$ cat config.mk
export PLATFORM = sky130hd
export DESIGN_NAME = controle_de_acesso
export DESIGN_NICKNAME = d
export VERILOG_FILES = /design/src/rtl/controle_de_acesso_pkg.sv /design/src/rtl/tabela_de_permissao.sv /design/src/rtl/controle_de_acesso.sv
export SDC_FILE = /design/constraint.sdc
export NUM_CORES = 1
export LEC_CHECK = 0
export ABC_AREA = 1
export BUFFER_PORTS_ARGS = -buffer_cell sky130_fd_sc_hd__buf_2
export CORE_UTILIZATION = 50
export CTS_CLUSTER_SIZE = 28
export DETAILED_ROUTE_END_ITERATION = 16
export PLACE_DENSITY = 0.81
export RECOVER_POWER = 50
export SLEW_MARGIN = 20
export SYNTH_ARGS = -nofsm -noshare
export SYNTH_HDL_FRONTEND = slang
export SYNTH_SLANG_ARGS = --single-unit
$ cat constraint.sdc
create_clock -name clk -period 2.5 [get_ports clk]
set_input_delay 0 -clock clk [delete_from_list [all_inputs] [get_ports clk]]
set_output_delay 0 -clock clk [all_outputs]
set_load 0.05 [all_outputs]
$ cat src/rtl/controle_de_acesso_pkg.sv
// controle_de_acesso_pkg: controller states, user codes and default permission matrix
package controle_de_acesso_pkg;
   typedef enum logic [1:0] {IDLE, GRANT, DENY, LOCKED} state_t;
   localparam logic [2:0] ADMIN = 3'b101;
   localparam logic [2:0] OPER  = 3'b011;
   // one 7-bit row per user, bit f-1 = function f; OPER lacks functions 5 and 7
   localparam logic [55:0] PERM_DEFAULT = (56'h7F << (ADMIN * 7)) | (56'h2F << (OPER * 7));
endpackage

$ cat src/rtl/tabela_de_permissao.sv
// tabela_de_permissao: combinational lookup of (user, func) into grant / invalid
module tabela_de_permissao
   import controle_de_acesso_pkg::*;
#(
   parameter int USER_W = 3,
   parameter int FUNC_W = 3,
   parameter int N_FUNC = 7,
   parameter logic [(2**USER_W)*N_FUNC-1:0] PERM = PERM_DEFAULT
) (
   input  logic [USER_W-1:0] user,
   input  logic [FUNC_W-1:0] func,
   output logic              grant,
   output logic              invalid
);
   always_comb begin
      grant = 1'b0;
      for (int u = 0; u < 2**USER_W; u++)
         for (int f = 1; f <= N_FUNC; f++)
            if (user == USER_W'(u) && func == FUNC_W'(f)) grant = PERM[u*N_FUNC+f-1];
   end
   assign invalid = func == '0 || func > FUNC_W'(N_FUNC);
endmodule

$ cat src/rtl/controle_de_acesso.sv
// controle_de_acesso: access-control FSM; define CONTROLE_DE_ACESSO_LOCKOUT_EN for fail lockout
module controle_de_acesso
   import controle_de_acesso_pkg::*;
#(
   parameter int USER_W      = 3,
   parameter int FUNC_W      = 3,
   parameter int N_FUNC      = 7,
   parameter int HOLD_CYCLES = 4,
   parameter logic [(2**USER_W)*N_FUNC-1:0] PERM = PERM_DEFAULT,
   parameter int MAX_FAILS   = 3,
   parameter int LOCK_CYCLES = 8
) (
   input  logic              clk,
   input  logic              reset,
   input  logic              req,
   input  logic [USER_W-1:0] user,
   input  logic [FUNC_W-1:0] func,
   output logic              ready,
   output logic              granted,
   output logic              err,
   output logic [N_FUNC-1:0] matrix_n,
   output logic [N_FUNC-1:0] led,
   output logic              locked
);
   localparam int CNT_MAX = HOLD_CYCLES > LOCK_CYCLES ? HOLD_CYCLES : LOCK_CYCLES;
   localparam int CNT_W   = $clog2(CNT_MAX + 1);
   localparam int FAIL_W  = $clog2(MAX_FAILS + 1);
   if (N_FUNC > 2**FUNC_W - 1 || HOLD_CYCLES < 1 || LOCK_CYCLES < 1 || MAX_FAILS < 1) begin : g_bad_cfg
      $error("controle_de_acesso: invalid parameter set");
   end
   state_t            state, state_d;
   logic [CNT_W-1:0]  cnt, cnt_d;
   logic [FUNC_W-1:0] func_q, func_d;
   logic              err_q, err_d;
   logic              grant_w, invalid_w;
   logic [N_FUNC-1:0] sel;
`ifdef CONTROLE_DE_ACESSO_LOCKOUT_EN
   logic [FAIL_W-1:0] fails, fails_d;
`endif
   tabela_de_permissao #(
      .USER_W(USER_W), .FUNC_W(FUNC_W), .N_FUNC(N_FUNC), .PERM(PERM)
   ) u_tabela (
      .user(user), .func(func), .grant(grant_w), .invalid(invalid_w)
   );
   always_ff @(posedge clk) begin
      if (reset) begin
         state  <= IDLE;
         cnt    <= '0;
         func_q <= '0;
         err_q  <= 1'b0;
`ifdef CONTROLE_DE_ACESSO_LOCKOUT_EN
         fails  <= '0;
`endif
      end else begin
         state  <= state_d;
         cnt    <= cnt_d;
         func_q <= func_d;
         err_q  <= err_d;
`ifdef CONTROLE_DE_ACESSO_LOCKOUT_EN
         fails  <= fails_d;
`endif
      end
   end
   always_comb begin
      state_d = state;
      cnt_d   = cnt + CNT_W'(1);
      func_d  = func_q;
      err_d   = err_q;
`ifdef CONTROLE_DE_ACESSO_LOCKOUT_EN
      fails_d = fails;
`endif
      case (state)
         IDLE: begin
            cnt_d = '0;
            if (req) begin
               state_d = grant_w ? GRANT : DENY;
               func_d  = func;
               err_d   = invalid_w;
`ifdef CONTROLE_DE_ACESSO_LOCKOUT_EN
               fails_d = grant_w ? '0 : fails + FAIL_W'(1);
`endif
            end
         end
         GRANT, DENY: if (cnt == CNT_W'(HOLD_CYCLES - 1)) begin
            cnt_d = '0;
`ifdef CONTROLE_DE_ACESSO_LOCKOUT_EN
            state_d = state == DENY && fails >= FAIL_W'(MAX_FAILS) ? LOCKED : IDLE;
`else
            state_d = IDLE;
`endif
         end
`ifdef CONTROLE_DE_ACESSO_LOCKOUT_EN
         LOCKED: if (cnt == CNT_W'(LOCK_CYCLES - 1)) begin
            cnt_d   = '0;
            fails_d = '0;
            state_d = IDLE;
         end
`endif
         default: state_d = IDLE;
      endcase
   end
   // held outputs come only from latched func/err, never from the live inputs
   assign sel      = N_FUNC'(1) << (func_q - FUNC_W'(1));
   assign ready    = state == IDLE;
   assign granted  = state == GRANT;
   assign err      = state == DENY && err_q;
   assign matrix_n = granted ? ~sel : '1;
   assign led      = state == DENY && !err_q ? sel : '0;
`ifdef CONTROLE_DE_ACESSO_LOCKOUT_EN
   assign locked   = state == LOCKED;
`else
   assign locked   = 1'b0;
`endif
endmodule

## Word level (Yosys, flattened, before mapping)

Cells that the tools add are included.

| word-level totals | value |
|---|---|
| bits of input ports | 9 |
| register bits | 10 |
| output and inout bits | 18 |
| word-level logic and storage cells | 113 |

| cells by class | value |
|---|---|
| muxes and demuxes | 43 |
| add/subtract/negate cells | 2 |
| shift-type cells | 1 |
| magnitude comparators | 1 |
| reductions and logical operators | 44 |
| eq/ne operators | 17 |
| bitwise operators | 1 |

Operators with widths:

| kind | count |
|---|---|
| $logic_and 1x1->1 | 37 |
| $mux 1 | 35 |
| $eq 3x3->1 const B | 8 |
| $mux 7 | 2 |
| $eq 3x2->1 const B | 3 |
| $pmux 4 s2 | 1 |
| $not 7->7 | 1 |
| $shl 1x3->7 const A | 1 |
| $mux 2 | 3 |
| $add 4x1->4 const B | 1 |
| $eq 4x2->1 const B | 1 |
| $mux 4 | 1 |
| $ne 2x2->1 const B | 2 |
| $pmux 2 s2 | 1 |
| $reduce_and 2->1 | 2 |
| $eq 3x1->1 const B | 1 |
| $gt 3x3->1 const B | 1 |
| $logic_not 3->1 | 1 |
| $sub 3x1->3 const B | 1 |
| $eq 2x1->1 const B | 1 |
| $eq 2x2->1 const B | 1 |
| $logic_not 2->1 | 1 |
| $reduce_or 2->1 | 1 |
| $logic_not 1->1 | 1 |
| $logic_or 1x1->1 | 1 |

## Logic depth before layout (Yosys ltp)

| logic depth | value |
|---|---|
| depth after elaboration | 40 |
| depth in mapped cells | 6 |
| mapped depth without buffers | 6 |

## Cells and area by module

From an unflattened synthesis, not the netlist that was laid out.

| second synthesis, totals | value |
|---|---|
| cell total of the unflattened synthesis | 92 |
| area, all modules | 668.1 um2 |

Modules (own cells, without submodules):

| module | area each (um2) | cells an instance | seq. area each (um2) | times used |
|---|---|---|---|---|
| controle_de_acesso | 615.6 | 79 | 200.2 | 1 |
| tabela_de_permissao | 52.6 | 13 | 0.0 | 1 |

## Worst setup path after synthesis

Ideal clock, no wire load.

| timing | value |
|---|---|
| path kind | flip-flop to output port |
| start | register func_q[0] |
| end | output led[0] |
| cell stages (with the launch flop) | 5 |
| path slack | 0.107 ns |
| data required time | 2.500 ns |
| buffers on the path | 1 |
| arrival time | 2.393 ns |
| cells stage by stage | dfxtp_1 -> buf_4 -> nor2_1 -> ha_1 -> nor4_1 |

| between the ends | value |
|---|---|
| cells in the longest elaborated chain, start to end | 3 |

Ends and longest elaborated chain:

| what | line | source |
|---|---|---|
| from (decl) | controle_de_acesso.sv:33 | `logic [FUNC_W-1:0] func_q, func_d;` |
| from (signal assigned) | controle_de_acesso.sv:57 | `func_q <= func_d;` |
| $sub 3x1->3 | controle_de_acesso.sv:103 | `assign sel = N_FUNC'(1) << (func_q - FUNC_W'(1));` |
| $shl 1x3->7 | controle_de_acesso.sv:103 |  |
| $mux 7 | controle_de_acesso.sv:108 | `assign led = state == DENY && !err_q ? sel : '0;` |
| to (decl) | controle_de_acesso.sv:22 | `output logic [N_FUNC-1:0] led,` |

No other way between the ends.

## Final worst setup path

| timing | value |
|---|---|
| start | register func_q[0] |
| end | output led[4] |

Same word-level chain as after synthesis.

==> impl_metrics.toml <==
[timing]
finClkSkew_ns = 0.00202
drv_slew = 0
worstMarginPinSlew_ns = 0.591
setup_tns_ns = 0
fmax_mhz = 520
finalHoldViolCount = 0
slew_headroom_pct = 60.8
rsz0062_at_grt = "no"
period_share_pct = 76.9
hold_ws_ns = 0.0424
setup_slack_ns = 0.577
setup_violations = 0
fin_crit_ns = 1.92

[run]
max-cap-violations = 0

[synthesis]
synth_cells = 95
syn_area_per_cell_sq_um = 7.13
yosys.area.top_type = "dfxtp_1"
synth_warnings = 0
synth_top_area_share_pct = 29.6
syn-cell-area_sq_um = 677
synthDistinctLibCells = 20
ys_seq_area_share_pct = 29.6
synth_area_leaders = "dfxtp_1 30%, ha_1 11%, nand2_1 10%, nor4_2 7.4%, inv_1 6.1%"
synth_nets = 110
ys_ff_latch = 10

[setup_path]
cp.required_ns = 2.50
worstPathCellList = "nor2_1, ha_1, inv_2, nor4_2, buf_2"
cp_slowest_cell = "dfxtp_1"
end_kind = "output pin"
cp.arrival_ns = 1.92
cp-start-kind = "register"
cpPeakStageDelay_ns = 0.48
crit_type = "reg -> out"
worst-path-max-fanout = 8

[clock_network]
cts_resized = 0
clk_pin_slew_ns = 0.07
cts_setup_buffers = 0
hold_buffers = 2
cts_tree = "yes"
clk_latency_ns = 0.26
numCtsBuffers = 3
clkSinkCount = 10
clockBufferDepth = 2
root_buffer = "clkbuf_4"
h-tree-depth = 1

[pwr]
swShare_pct = 36.2
power_leakage_nw = 0.397
p_total_mw = 0.465
max-vdd-ir-drop_mv = 0.467
p_switching_mw = 0.168
power_frac_seq_pct = 39.9
internal-power_mw = 0.297
comb_power_share_pct = 28.8
pwr-share-clk_pct = 31.3
p_per_area_nw_per_um2 = 550

[floorplan]
core-area_sq_um = 1190
start_util_pct = 57.1
rows = 12
die_area_sq_um = 1510
ioPinCount = 27
die_w_um = 38.8
die_height_um = 38.8

[cells_and_area]
diodes = 0
drive_gt1_share_pct = 30.1
layout.nets = 139
n_fill_cell = 100
fin_area_sq_um = 846
area_growth_pct = 25.0

[detailed_routing]
avgViaCountPerCell = 5.03
wl_um = 1290
drc_errors = 0
num_vias = 689
top_layer = "met4"
ant_nets = 0
wl_met1_um = 588
wl_met3_um = 63
drt_pass1_iterations = 4
routedWlPerCell_um = 9.39
drt_iter0_markers = 9
route.met2.wl_um = 605

[global_routing]
grt_antenna_before_repair = 0
gr-total-overflow = 0
track_usage_pct = 19.1
grt_pass1_vias = 527
grt_start_max_net_pins = 9
grt_pass1_wl_um = 2000

[hold_path]
min-delay-path-class = "in -> reg"

[placed_design]
place_congestion = 0.789
hpwlAfterDp_um = 1060
port_buffers = 25
placed_cell_area_sq_um = 797
pre_cts_ws_ns = 0.860

[outcome]
status = "finished, final reports clean"
[registers in the layout, summed over array words and instances, names as in the netlist]
| signal | count |
|---|---|
| func_q | 3 |
| err_q | 1 |
| cnt | 4 |
| state | 2 |
[Yosys cell counts, drive strengths merged]
master  number
buf          3
clkinv       1
nand4        6
conb         1
xnor2        1
o21ai        4
ha           6
nand3        2
nor4         6
dfxtp       10
nand2       19
a21oi        8
nor2        11
inv         16
xor2         1
[kinds of logic (layout without fill, tap and decap cells)]
logic type,after synthesis,count (layout),synth area share [%]
AND/OR/NAND/NOR,44,44,34.0
buffers and inverters,20,48,12.8
AO/OA/AOI/OAI,12,12,9.43
flip-flops,10,10,29.6
adder cells (fa/ha/maj),6,6,11.1
XOR/XNOR,2,2,2.59
other,1,1,0.554
[final timing paths]
kind | start | to | slack [ns] | depth (start not counted)
max reg2reg | state[0] | func_q[2] | 1.20 | 6
min reg2reg | cnt[0] | cnt[0] | 0.45 | 1
min | func[1] | func_q[1] | 0.04 | 3
max | func_q[0] | led[4] | 0.58 | 5
[layout make-up]
cell class	count	area [sq um]	share of cell area, %
inverter	17	63.8	7.54
multi-input combinational	65	387	45.7
tap	14	17.5	2.07
clock buffer	4	36.3	4.29
sequential	10	200	23.7
timing repair buffer	27	141	16.7
[metal layers]
metal / vias up / track usage [%]
met3: 4 / 3.47
met4: 0 / 7.76
met5: - / 0
met2: 24 / 32.9
li1: 362 / -
met1: 299 / 23.0
[placed cells by master (no fill, tap or decap), types with 2 or more instances in the layout]
cell type	count
nor4_2	4
inv_2	4
nor4_1	2
inv_1	12
nand3_1	2
ha_1	6
nor2_2	2
nand2_1	18
buf_2	22
o21ai_0	3
dlygate4sd3_1	2
a21oi_1	8
clkbuf_1	3
dfxtp_1	10
clkbuf_4	3
nor2_1	9
nand4_1	6
[power by group through the flow]
stage                     logic (mW)  registers, mW  clock network, mW
after floorplan                0.120          0.180                  0
after global routing           0.149          0.188              0.157
after detailed placement       0.136          0.189                  0
final                          0.134          0.186              0.146
after CTS                      0.139          0.186              0.147
after global placement         0.131          0.188                  0
[critical path: cells and delay by family (launching register included)]
| kind | cells | cell delay, ns |
|---|---|---|
| AND/OR/NAND/NOR | 2 | 0.33 |
| flip-flops | 1 | 0.48 |
| buffers and inverters | 2 | 0.41 |
| adder cells (fa/ha/maj) | 1 | 0.42 |
[through the flow]
step,util [%],std cells
4_1_cts,71.9,137
6_report,71.3,137
3_5_place_dp,67.2,131
5_1_grt,71.3,137
3_3_place_gp,67.2,131
2_1_floorplan,-,95
Power figures use the tool's default switching activity.
